**src/rtl/wb_arbiter_pkg.sv**
```systemverilog
// Shared definitions for the writeback arbiter: default widths, request record
// and the saturating statistics increment.
package wb_arbiter_pkg;

  localparam int unsigned DATA_W_DEF = 32;
  localparam int unsigned ADDR_W_DEF = 5;
  localparam int unsigned STAT_W     = 16;

  typedef struct packed {
    logic [ADDR_W_DEF-1:0] addr;
    logic [DATA_W_DEF-1:0] data;
  } wb_req_t;

  function automatic logic [STAT_W-1:0] sat_inc(input logic [STAT_W-1:0] v);
    return (v == '1) ? v : v + 1'b1;
  endfunction

endpackage

```
**src/rtl/wb_arbiter_rr_picker.sv**
```systemverilog
// Cyclic priority search: first set bit of valid at or above start, wrapping.
module rr_picker #(
  parameter int N     = 2,
  parameter int IDX_W = 1
) (
  input  logic [N-1:0]     valid,
  input  logic [IDX_W-1:0] start,
  output logic [N-1:0]     grant,
  output logic [IDX_W-1:0] idx,
  output logic             any
);

  always_comb begin
    int unsigned cand;
    grant = '0;
    idx   = '0;
    any   = 1'b0;
    cand  = 0;
    for (int unsigned k = 0; k < N; k++) begin
      cand = (32'(start) + k) % N;
      if (!any && valid[cand]) begin
        grant[cand] = 1'b1;
        idx         = IDX_W'(cand);
        any         = 1'b1;
      end
    end
  end

endmodule

```
**src/rtl/wb_arbiter.sv**
```systemverilog
// Round-robin writeback arbiter: grants one requester per cycle into a single
// registered register-file write port, with per-requester accept counters.
module wb_arbiter
  import wb_arbiter_pkg::*;
#(
  parameter int DATA_W = DATA_W_DEF,
  parameter int ADDR_W = ADDR_W_DEF,
  parameter int NREQ   = 2
) (
  input  logic                      clk,
  input  logic                      rst,
  input  logic [NREQ-1:0]           req_valid,
  output logic [NREQ-1:0]           req_ready,
  input  logic [NREQ*ADDR_W-1:0]    req_addr,
  input  logic [NREQ*DATA_W-1:0]    req_data,
  input  logic                      flush,
  output logic                      wr_en,
  output logic [ADDR_W-1:0]         wr_addr,
  output logic [DATA_W-1:0]         wr_data,
  output logic [$clog2(NREQ)-1:0]   grant_idx,
  input  logic [$clog2(NREQ)-1:0]   stat_sel,
  output logic [15:0]               stat_cnt
);

  localparam int IDX_W = $clog2(NREQ);

  logic [IDX_W-1:0]  rr_ptr;
  logic [IDX_W-1:0]  pick_idx;
  logic [IDX_W-1:0]  next_ptr;
  logic [NREQ-1:0]   pick_grant;
  logic              pick_any;
  logic              xfer;
  logic [ADDR_W-1:0] sel_addr;
  logic [DATA_W-1:0] sel_data;
  logic [STAT_W-1:0] stat [NREQ];

  rr_picker #(
    .N     (NREQ),
    .IDX_W (IDX_W)
  ) u_picker (
    .valid (req_valid),
    .start (rr_ptr),
    .grant (pick_grant),
    .idx   (pick_idx),
    .any   (pick_any)
  );

  // Grants are suppressed while in reset or flushing, so nothing is accepted then.
  always_comb begin
    req_ready = (rst || flush) ? '0 : pick_grant;
    xfer      = pick_any && !rst && !flush;
    sel_addr  = req_addr[int'(pick_idx)*ADDR_W +: ADDR_W];
    sel_data  = req_data[int'(pick_idx)*DATA_W +: DATA_W];
    next_ptr  = (int'(pick_idx) == NREQ-1) ? '0 : pick_idx + 1'b1;
  end

  always_ff @(posedge clk or posedge rst) begin
    if (rst) begin
      wr_en     <= 1'b0;
      wr_addr   <= '0;
      wr_data   <= '0;
      grant_idx <= '0;
      rr_ptr    <= '0;
      for (int unsigned i = 0; i < NREQ; i++) begin
        stat[i] <= '0;
      end
    end else begin
      // Address 0 is accepted and counted but never written.
      wr_en <= xfer && (sel_addr != '0);
      if (xfer) begin
        wr_addr        <= sel_addr;
        wr_data        <= sel_data;
        grant_idx      <= pick_idx;
        rr_ptr         <= next_ptr;
        stat[pick_idx] <= sat_inc(stat[pick_idx]);
      end else if (flush) begin
        rr_ptr <= '0;
      end
    end
  end

  always_comb begin
    stat_cnt = '0;
    if (int'(stat_sel) < NREQ) begin
      stat_cnt = stat[stat_sel];
    end
  end

endmodule

```
**config.mk**
```make
export PLATFORM = sky130hd
export DESIGN_NAME = wb_arbiter
export DESIGN_NICKNAME = d
export VERILOG_FILES = /design/src/rtl/wb_arbiter_pkg.sv /design/src/rtl/wb_arbiter_rr_picker.sv /design/src/rtl/wb_arbiter.sv
export SDC_FILE = /design/constraint.sdc
export NUM_CORES = 1
export LEC_CHECK = 0
export ABC_AREA = 1
export BUFFER_PORTS_ARGS = -buffer_cell sky130_fd_sc_hd__buf_2
export CAP_MARGIN = 20
export CORE_MARGIN = 8
export CORE_UTILIZATION = 46
export DETAILED_ROUTE_END_ITERATION = 6
export PLACE_DENSITY = 0.77
export SLEW_MARGIN = 10
export SYNTH_ARGS = -nofsm -noshare
export SYNTH_HDL_FRONTEND = slang
export SYNTH_SLANG_ARGS = --single-unit
export TNS_END_PERCENT = 20
```
**constraint.sdc**
```tcl
create_clock -name clk -period 4.3 [get_ports clk]
set_clock_uncertainty 0.05 [all_clocks]
set_input_delay 0.86 -clock clk [delete_from_list [all_inputs] [get_ports clk]]
set_output_delay 0.86 -clock clk [all_outputs]
set_load 0.005 [all_outputs]
```
==> metrics.txt, run 1 <==
via count of the first global-routing pass=4,241; stages on the worst setup path=7; slowest cell delay on critical path=430 ps; Root Buffer=clkbuf_8; number of diodes=0; Avg Cell Area, Syn=between 6 and 7 µm²; clock sinks=slightly above 70; filler instances=801; mux cell area share after synthesis=0.00772; Final Hold Viols=0; vias per cell=4.90; worst r2r dst=stat[19]$_DFFE_PP0P_; r2r setup slk=between 1500 and 2000 ps; Top FF cell, synth=dfrtp_1; Top Family by Delay on Critical Path=simple AND/OR/NAND/NOR gates; Data arrival, critical path=between 2000 and 2500 ps; Cells after Synth=580; worst hold path class=register to register; Core ar.=around 8600 µm²; number of nets with antenna violations after routing=0; Critical Path Source=req_valid[0]; max-slew violations=0; Worst-Margin Slew=870 ps; Worst setup EP type=output pin; die width=110 µm; grt ovf=0; Clock power frac=0.233; clk buf depth=2; register area share after synthesis=0.445; Net Sw Frac=0.368; Initial Utilization=0.469; number of flops mapped to enable cells by yosys=0; R2R cell count=11; critical path peak fanout=33; Ports=137; switching power=0.766 mW; layout cell share with drive strength beyond 1=0.255; Total Wirelength=11.4 mm; die area=12,100 µm²; DRC Markers=0; crit-path cells=buf_2, inv_1, nand2_2, nand2_4, nand2_1, inv_2, buf_2; wire length per cell=14.0 µm; kind of critical path=input pin to output pin; RR Startpoint=rr_ptr$_DFFE_PP0P_; most common cell after layout, fill and taps aside=nand2_1; CTS Hold Bufs=0; # resized after CTS=0; largest family of logic cells by synthesized area=simple AND/OR/NAND/NOR gates; max_cap viols=0; simple-gate share of the synthesized area=0.411; status=completed; maximum vdd drop=259 µV; CTS H-Tree Depth=3; Pre-antenna DRT Iters=5; placer's final routability congestion estimate=0.881; design area=4930 µm²; setup TNS=0 ps; Seq pwr share=0.444; Cell variety after synth=27; CTS tree=done; TritonCTS buffer count=9; Buf/Inv on CP=4; nets=785; Worst slew margin=0.420; CTS clk-pin slew, worst paths=80 ps; Critical Path Sink=req_ready[1]; # Post-CTS Setup Buffers=0; Int Power=1.32 mW; Gate power share=0.322; setup violators final=0; Yosys reg bits=72; Worst setup SP type=input pin; fmax=335 MHz; Syn Nets=660; Core Rows=34; ys async rst share=1.00; DP Area=roughly 4800 µm²; Port Buffers=~140; pwr/cell area=422 nW/µm²; synthesis-to-layout area growth=21.7%; via count=4,009; CP max-delay cell=nand2_4; initial DRC count=between 200 and 300; Total Routing Usage GR=0.201; yosys warns=0; Post-Synthesis Cell Area=4050 µm²; largest net degree at the start of global routing=73; Post-Synth Adder-Cell Area=0; most frequent cells in the layout=nand2_1, buf_2, dfrtp_1; most frequent CP cell=buf_2; Hold Path Depth=2; complex-gate fraction of the synthesized area=0.0463; WP data required=about 3400 ps; Leak=~2.8 nW; Final Critical Period=between 2000 and 3000 ps; DP Wirelength=8.41 mm; total power=roughly 2.1 mW; insertion delay to the later sink of the worst-skew pair=350 ps; first-pass GRT wire length=19.4 mm; Die H=around 110 µm; RSZ-0062 raised after global routing=no; antenna violations before repair=0; Tcrit/Tclk final=0.693; xor-xnor portion of the synthesized cell area=0.00649
-- flip-flops by register name, indices dropped and copies added (netlist names) --
name,cells
grant_idx,1
rr_ptr,1
stat,32
wr_addr,5
wr_data,32
wr_en,1
-- worst min-delay path, delay by kind of cell (launching register included) --
family           cells  cell delay (ps)
and+or+nand+nor      2              100
DFF                  1              350
-- synth_stat cells, types with 3 or more instances --
library cell | number | area (µm²)
inv_1 | 47 | 176
nand3_2 | 10 | 100
dfrtp_1 | 72 | 1800
buf_6 | 4 | 45.0
nand3_1 | 66 | 330
nand2_1 | 277 | 1040
clkbuf_1 | 9 | 33.8
o21ai_0 | 27 | 135
nor2_4 | 3 | 33.8
nor2_1 | 22 | 82.6
o21ai_1 | 4 | 20.0
nand2_2 | 5 | 31.3
nand4_1 | 3 | 18.8
buf_2 | 12 | 60.1
-- power by group through the flow --
stage | clock network, mW | logic, mW | registers, mW
global route | 0.519 | 0.782 | 0.946
floorplan | 0 | 0.438 | 0.923
detailed placement | 0 | 0.682 | 0.932
global placement | 0 | 0.662 | 0.930
finish | 0.486 | 0.672 | 0.925
CTS | 0.496 | 0.682 | 0.924
-- how the worst min path moves through the flow --
| stage | start | end | slack [ps] |
|---|---|---|---|
| after floorplan | stat[14]$_DFFE_PP0P_ | stat[14]$_DFFE_PP0P_ | 400 |
| after global placement | grant_idx$_DFFE_PP0P_ | grant_idx$_DFFE_PP0P_ | 410 |
| after detailed placement | grant_idx$_DFFE_PP0P_ | grant_idx$_DFFE_PP0P_ | 410 |
| after CTS | grant_idx$_DFFE_PP0P_ | grant_idx$_DFFE_PP0P_ | 430 |
| after global routing | wr_data[8]$_DFFE_PP0P_ | wr_data[8]$_DFFE_PP0P_ | 470 |
| final | grant_idx$_DFFE_PP0P_ | grant_idx$_DFFE_PP0P_ | 430 |
-- logic make-up after synthesis --
logic type             Yosys count
multiplexers                     3
AO/OA/AOI/OAI                   36
XOR/XNOR                         3
flip-flops                      72
AND/OR/NAND/NOR                390
buffers and inverters           76
-- stage by stage --
stage	utilization	setup slack [ps]	hold WS [ps]	cells
finish	0.571	1320	429	818
global route	0.571	1190	473	818
detailed placement	0.551	1150	410	802
global placement	0.551	1260	408	802
CTS	0.571	1300	431	818
floorplan	-	659	399	580
-- area by class of cell --
type / instances / area [µm²] / area share
Tap cell: 108 / 135 / 0.0274
Timing Repair Buffer: 141 / 718 / 0.146
Clock buffer: 10 / 128 / 0.0259
Inverter: 49 / 188 / 0.0381
Multi-Input combinational cell: 432 / 1920 / 0.389
Clock inverter: 6 / 43.8 / 0.00888
Sequential cell: 72 / 1800 / 0.365
-- metal layers --
layer	global-route usage	wire length [µm]
met1	0.248	4850
met2	0.319	5200
met3	0.0768	1210
met4	0.0636	161
met5	0	0
No activity file was read; power rests on OpenSTA's default activity.
==> run 2: changes to the inputs <==
Settings changed: CORE_UTILIZATION 46 to 51, PLACE_DENSITY 0.77 to 0.81.
Clock period 4.3 ns to 3.13 ns, I/O delays scaled along.
==> metrics.txt, run 2 (synthesis results as in run 1) <==
Worst setup SP type=input pin; Worst slew margin=0.404 (-0.0162); Top Family by Delay on Critical Path=simple AND/OR/NAND/NOR gates; leading registers by flop count=stat: 32 flops, wr_data: 32 flops, wr_addr: 5 flops; Root Buffer=clkbuf_8; final std cells w/o fill=816 (-0.24%); placer's final routability congestion estimate=0.928 (+5.4%); number of nets with antenna violations after routing=0 (unchanged); CTS tree=done; Total Wirelength=11.6 mm (+1.8%); vias per cell=5.04 (+2.8%); grt ovf=0 (unchanged); register area=1800 µm² (unchanged); Core Rows=32 (-5.9%); CTS clk-pin slew, worst paths=80 ps (about the same); insertion delay to the later sink of the worst-skew pair=350 ps (about the same); Core Util, Final=0.646 (+0.0747); RSZ-0062 raised after global routing=no; RR Startpoint=rr_ptr$_DFFE_PP0P_; die width=105 µm (-4.3%); synthesis-to-layout area growth=23.2%; Total Routing Usage GR=0.213 (+0.0118); via count of the first global-routing pass=4,226 (-0.35%); largest net degree at the start of global routing=73 (unchanged); worst hold start=req_data[9]; antenna violations before repair=0 (unchanged); filler instances=711 (-11%); most frequent CP cell=buf_2; Pre-antenna DRT Iters=5 (unchanged); nets=789 (+0.51%); number of diodes=0 (unchanged); Critical Path Source=req_valid[0]; Tcrit/Tclk final=0.705; maximum vdd drop=316 µV (+22%); Final Critical Period=2210 ps; layout cell share with drive strength beyond 1=0.261 (+0.00557); clk buf depth=2 (unchanged); most frequent cells in the layout=nand2_1, buf_2, dfrtp_1; most common cell after layout, fill and taps aside=nand2_1; setup TNS=0 ps (unchanged); Data arrival, critical path=1530 ps (-540 ps); slowest cell delay on critical path=310 ps (-120 ps); Buf/Inv on CP=4 (unchanged); status=completed; die area=11,000 µm² (-8.4%); crit-path cells=buf_2, inv_1, nand2_2, nand2_4, nand2_1, inv_2, buf_2; pwr/cell area=596 nW/µm² (+41%); Die H=105 µm (-4.3%); DRC Markers=0 (unchanged); via count=4,112 (+2.6%); Final Hold Viols=0 (unchanged); max-slew violations=0 (unchanged); kind of critical path=input pin to output pin; Ports=137 (unchanged); # Post-CTS Setup Buffers=0 (unchanged); clock sinks=72 (unchanged); # resized after CTS=0 (unchanged); worst hold path class=input pin to register; Initial Utilization=0.524 (+0.0551); area of the multi-input gates=1920 µm² (+0.20%); max_cap viols=0 (unchanged); Post-Place Cells=800 (-0.25%); Port Buffers=136 (unchanged); wire length per cell=14.2 µm (+2.1%); setup violators final=0 (unchanged); CTS H-Tree Depth=3 (unchanged); WP data required=2450 ps (-940 ps); Worst setup EP type=output pin; DP Wirelength=8.59 mm (+2.1%); CP max-delay cell=nand2_4; Core ar.=7730 µm² (-11%); initial DRC count=207 (-19%); critical path peak fanout=33 (unchanged); Leak=2.80 nW (+1.1%); Worst-Margin Slew=895 ps (+24.3 ps); TritonCTS buffer count=9 (unchanged); fmax=453 MHz; CTS Hold Bufs=0 (unchanged); first-pass GRT wire length=19.5 mm (+0.78%)
## run 2: changes by cell type in the layout (fill, tap and decap cells not counted)
| cell | delta |
|---|---|
| clkinvlp_4 | +1 |
| clkinv_2 | -2 |
| o21ai_2 | +1 |
| bufinv_16 | +1 |
| o21ai_1 | -1 |
| clkbuf_8 | +1 |
| clkinv_4 | -1 |
| buf_4 | +4 |
## run 2: power by group
| group | leakage, nW | switching [mW] | internal, mW |
|---|---|---|---|
| logic | 1.78 | 0.560 | 0.381 |
| registers | 0.916 | 0.128 | 1.14 |
| clock network | 0.0966 | 0.367 | 0.396 |
| total | 2.80 | 1.06 | 1.92 |
## run 2: worst paths after layout
path | end | slack [ps] | depth (start not counted)
min | wr_data[9]$_DFFE_PP0P_ | 420 | 3
min reg2reg | grant_idx$_DFFE_PP0P_ | 430 | 2
min in group asynchronous | wr_data[0]$_DFFE_PP0P_ | 520 | 3
max | req_ready[1] | 920 | 7
max in group asynchronous | stat[22]$_DFFE_PP0P_ | 1900 | 3
max reg2reg | stat[3]$_DFFE_PP0P_ | 930 | 11
## run 2: per-layer routing
metal | vias up | wire length, µm | GRT usage
met5 | - | 0 | 0
met4 | 0 | 175 | 0.0775
met3 | 17 | 988 | 0.0713
met2 | 146 | 5450 | 0.350
met1 | 1889 | 5010 | 0.255
li1 | 2060 | - | -
## run 2: cell type report
type                            count  area share
Clock inverter                      5      0.0125
Multi-Input combinational cell    432       0.385
Clock buffer                       11      0.0283
Inverter                           49      0.0376
Timing Repair Buffer              145       0.150
Tap cell                          102      0.0256
Sequential cell                    72       0.361
## run 2: worst reg2reg max path, delay by kind of cell (launching register included)
kind             cells  cell delay, ps
AND/OR/NAND/NOR     10            1580
AO/OA/AOI/OAI        1             100
flip-flops           1             400
## run 2: through the flow
step	instance area, µm²	total power, mW	hold slack (ps)	worst slack [ps]
finish	4990	2.97	419	922
global route	4990	3.17	425	721
CTS	4990	2.99	415	922
detailed placement	4780	2.22	419	580
global placement	4780	2.19	403	683
floorplan	4060	1.87	399	51.1
==> run 3: changes to the inputs <==
Settings changed: ABC_AREA 1 to 0, CORE_UTILIZATION 51 to 49, PLACE_DENSITY 0.81 to 0.8.
Clock period 3.13 ns to 2.1 ns, I/O delays scaled along.
==> metrics.txt, run 3 <==
register area share after synthesis=0.500 (+0.0548); via count of the first global-routing pass=3,817 (-9.7%); Worst-Margin Slew=552 ps (-343 ps); Cells after Synth=346 (-40%); number of diodes=0 (unchanged); pwr/cell area=767 nW/µm² (+29%); clock sinks=72 (unchanged); DRC Markers=0 (unchanged); Final Hold Viols=0 (unchanged); CTS Hold Bufs=0 (unchanged); max_cap viols=0 (unchanged); Data arrival, critical path=2250 ps (+720 ps); most common cell after layout, fill and taps aside=buf_2; setup violators final=0 (unchanged); top cells by count, synth=dfrtp_1, inv_1, a222oi_1, mux2_2, nand2_1; via count=3,577 (-13%); CTS clk-pin slew, worst paths=80 ps (about the same); Core ar.=7180 µm² (-7.1%); pre-CTS WS=-208 ps (-788 ps); Ports=137 (unchanged); most frequent cells in the layout=buf_2, dfrtp_1, buf_4; Avg Cell Area, Syn=10.4 µm² (+49%); Yosys reg bits=72 (unchanged); Worst slew margin=0.632 (+0.228); CTS tree=done; maximum vdd drop=475 µV (+50%); grt ovf=0 (unchanged); register area=1800 µm² (unchanged); fmax=around 480 MHz; initial DRC count=265 (+28%); setup TNS=0 ps (unchanged); Total Routing Usage GR=0.228 (+0.0146); Worst setup SP type=register; Die H=102 µm (-3.2%); Post-Place Cells=611 (-24%); Hold Slack=171 ps (-248 ps); area of the multi-input gates=1610 µm² (-16%); Pre-antenna DRT Iters=7 (+2); DP Wirelength=8.55 mm (-0.42%); Worst setup EP type=register; Syn Nets=426 (-35%); WP data required=2280 ps (-170 ps); status=completed; ys async rst share=1.00 (unchanged); vias per cell=5.70 (+13%); Final Critical Period=2080 ps; clk buf depth=2 (unchanged); critical path peak fanout=7 (-79%); Cell variety after synth=49 (+81%); die area=10,400 µm² (-6.2%); total power=3.82 mW (+29%); number of flops mapped to enable cells by yosys=0 (unchanged); Top FF cell, synth=dfrtp_1; Post-Synthesis Cell Area=3610 µm² (-11%); leading registers by flop count=stat: 32 flops, wr_data: 32 flops, wr_addr: 5 flops; final setup margin=22.9 ps (-899 ps); post-synth top area share=0.500 (+0.0548); Leak=2.56 nW (-8.5%); synth top area cells=dfrtp_1, a222oi_1, mux2_2, inv_1, xnor2_1; DP Area=4750 µm² (-0.78%); design area=4980 µm² (-0.10%); TritonCTS buffer count=9 (unchanged); max-slew violations=0 (unchanged); Root Buffer=clkbuf_8; number of nets with antenna violations after routing=0 (unchanged); largest net degree at the start of global routing=44 (-40%); CTS H-Tree Depth=3 (unchanged); insertion delay to the later sink of the worst-skew pair=340 ps (about the same); final std cells w/o fill=627 (-23%); wire length per cell=17.9 µm (+26%); Core Rows=31 (-3.1%); # Post-CTS Setup Buffers=0 (unchanged); antenna violations before repair=0 (unchanged); Tcrit/Tclk final=0.989; yosys warns=0 (unchanged); largest area contributor in the netlist=dfrtp_1; most numerous cell in the Yosys netlist=dfrtp_1; filler instances=555 (-22%); kind of critical path=register to register; Core Util, Final=0.695 (+0.0489); Port Buffers=136 (unchanged); layout cell share with drive strength beyond 1=0.451 (+0.190); Total Wirelength=11.3 mm (-3.2%); Initial Utilization=0.503 (-0.0216); synthesis-to-layout area growth=38.2%; RSZ-0062 raised after global routing=yes; worst hold path class=input pin to async pin; die width=102 µm (-3.2%); first-pass GRT wire length=18.6 mm (-4.8%); nets=603 (-24%); placer's final routability congestion estimate=0.932 (+0.47%)
==> run 3: what timing repair did <==
action / in CTS / in global routing
resized for setup: 0 / 10
endpoints found under the setup margin: 1 / 16
hold endpoints to repair: 0 / 0
pin swaps: 0 / 2
==> run 3: final cells by class <==
cell class	count	share of cell area
Clock buffer	10	0.0256
Tap cell	99	0.0249
Multi-Input combinational cell	213	0.324
Inverter	39	0.0301
Sequential cell	72	0.362
Timing Repair Buffer	188	0.220
Clock inverter	6	0.0141
==> run 3: final timing paths <==
path,start,to,slack (ps),depth (start not counted)
worst min register to register,wr_addr[4]$_DFFE_PP0P_,wr_addr[4]$_DFFE_PP0P_,430,2
min in group clk,flush,rr_ptr$_DFFE_PP0P_,210,2
max in group asynchronous,rst,wr_data[30]$_DFFE_PP0P_,1380,3
worst max-delay path,stat[0]$_DFFE_PP0P_,stat[24]$_DFFE_PP0P_,20,7
worst min-delay path,rst,rr_ptr$_DFFE_PP0P_,170,3
worst max register to register,stat[0]$_DFFE_PP0P_,stat[24]$_DFFE_PP0P_,20,7
==> run 3: cells by family (layout without fill, tap and decap cells) <==
family | count (synthesis) | in the layout | share of synthesized area
AOI/OAI and AO/OA | 92 | 92 | 0.205
xor gates and xnor gates | 11 | 11 | 0.0267
buffers and inverters | 61 | 243 | 0.0645
DFF | 72 | 72 | 0.500
muxes | 27 | 27 | 0.0819
and+or+nand+nor | 83 | 83 | 0.122
==> run 3: per-layer routing <==
metal | GRT usage | vias to the layer above | part of all wire
met4 | 0.0825 | 0 | 0.014
met3 | 0.0701 | 11 | 0.087
li1 | - | 1680 | -
met5 | 0 | - | 0
met1 | 0.278 | 1733 | 0.41
met2 | 0.370 | 153 | 0.49
==> run 3: power by group <==
group          internal, mW  switching, mW
Combinational         0.519          0.459
Clock                 0.552          0.529
Sequential             1.61          0.151
Total                  2.68           1.14
==> run 3: critical path, cell delays in order, from the launching register on <==
cell and delay (ps):
dfrtp_1 350, nand4_1 200, or4_4 480, buf_4 180
a211oi_2 200, buf_4 190, nor3b_1 60, a221o_1 250
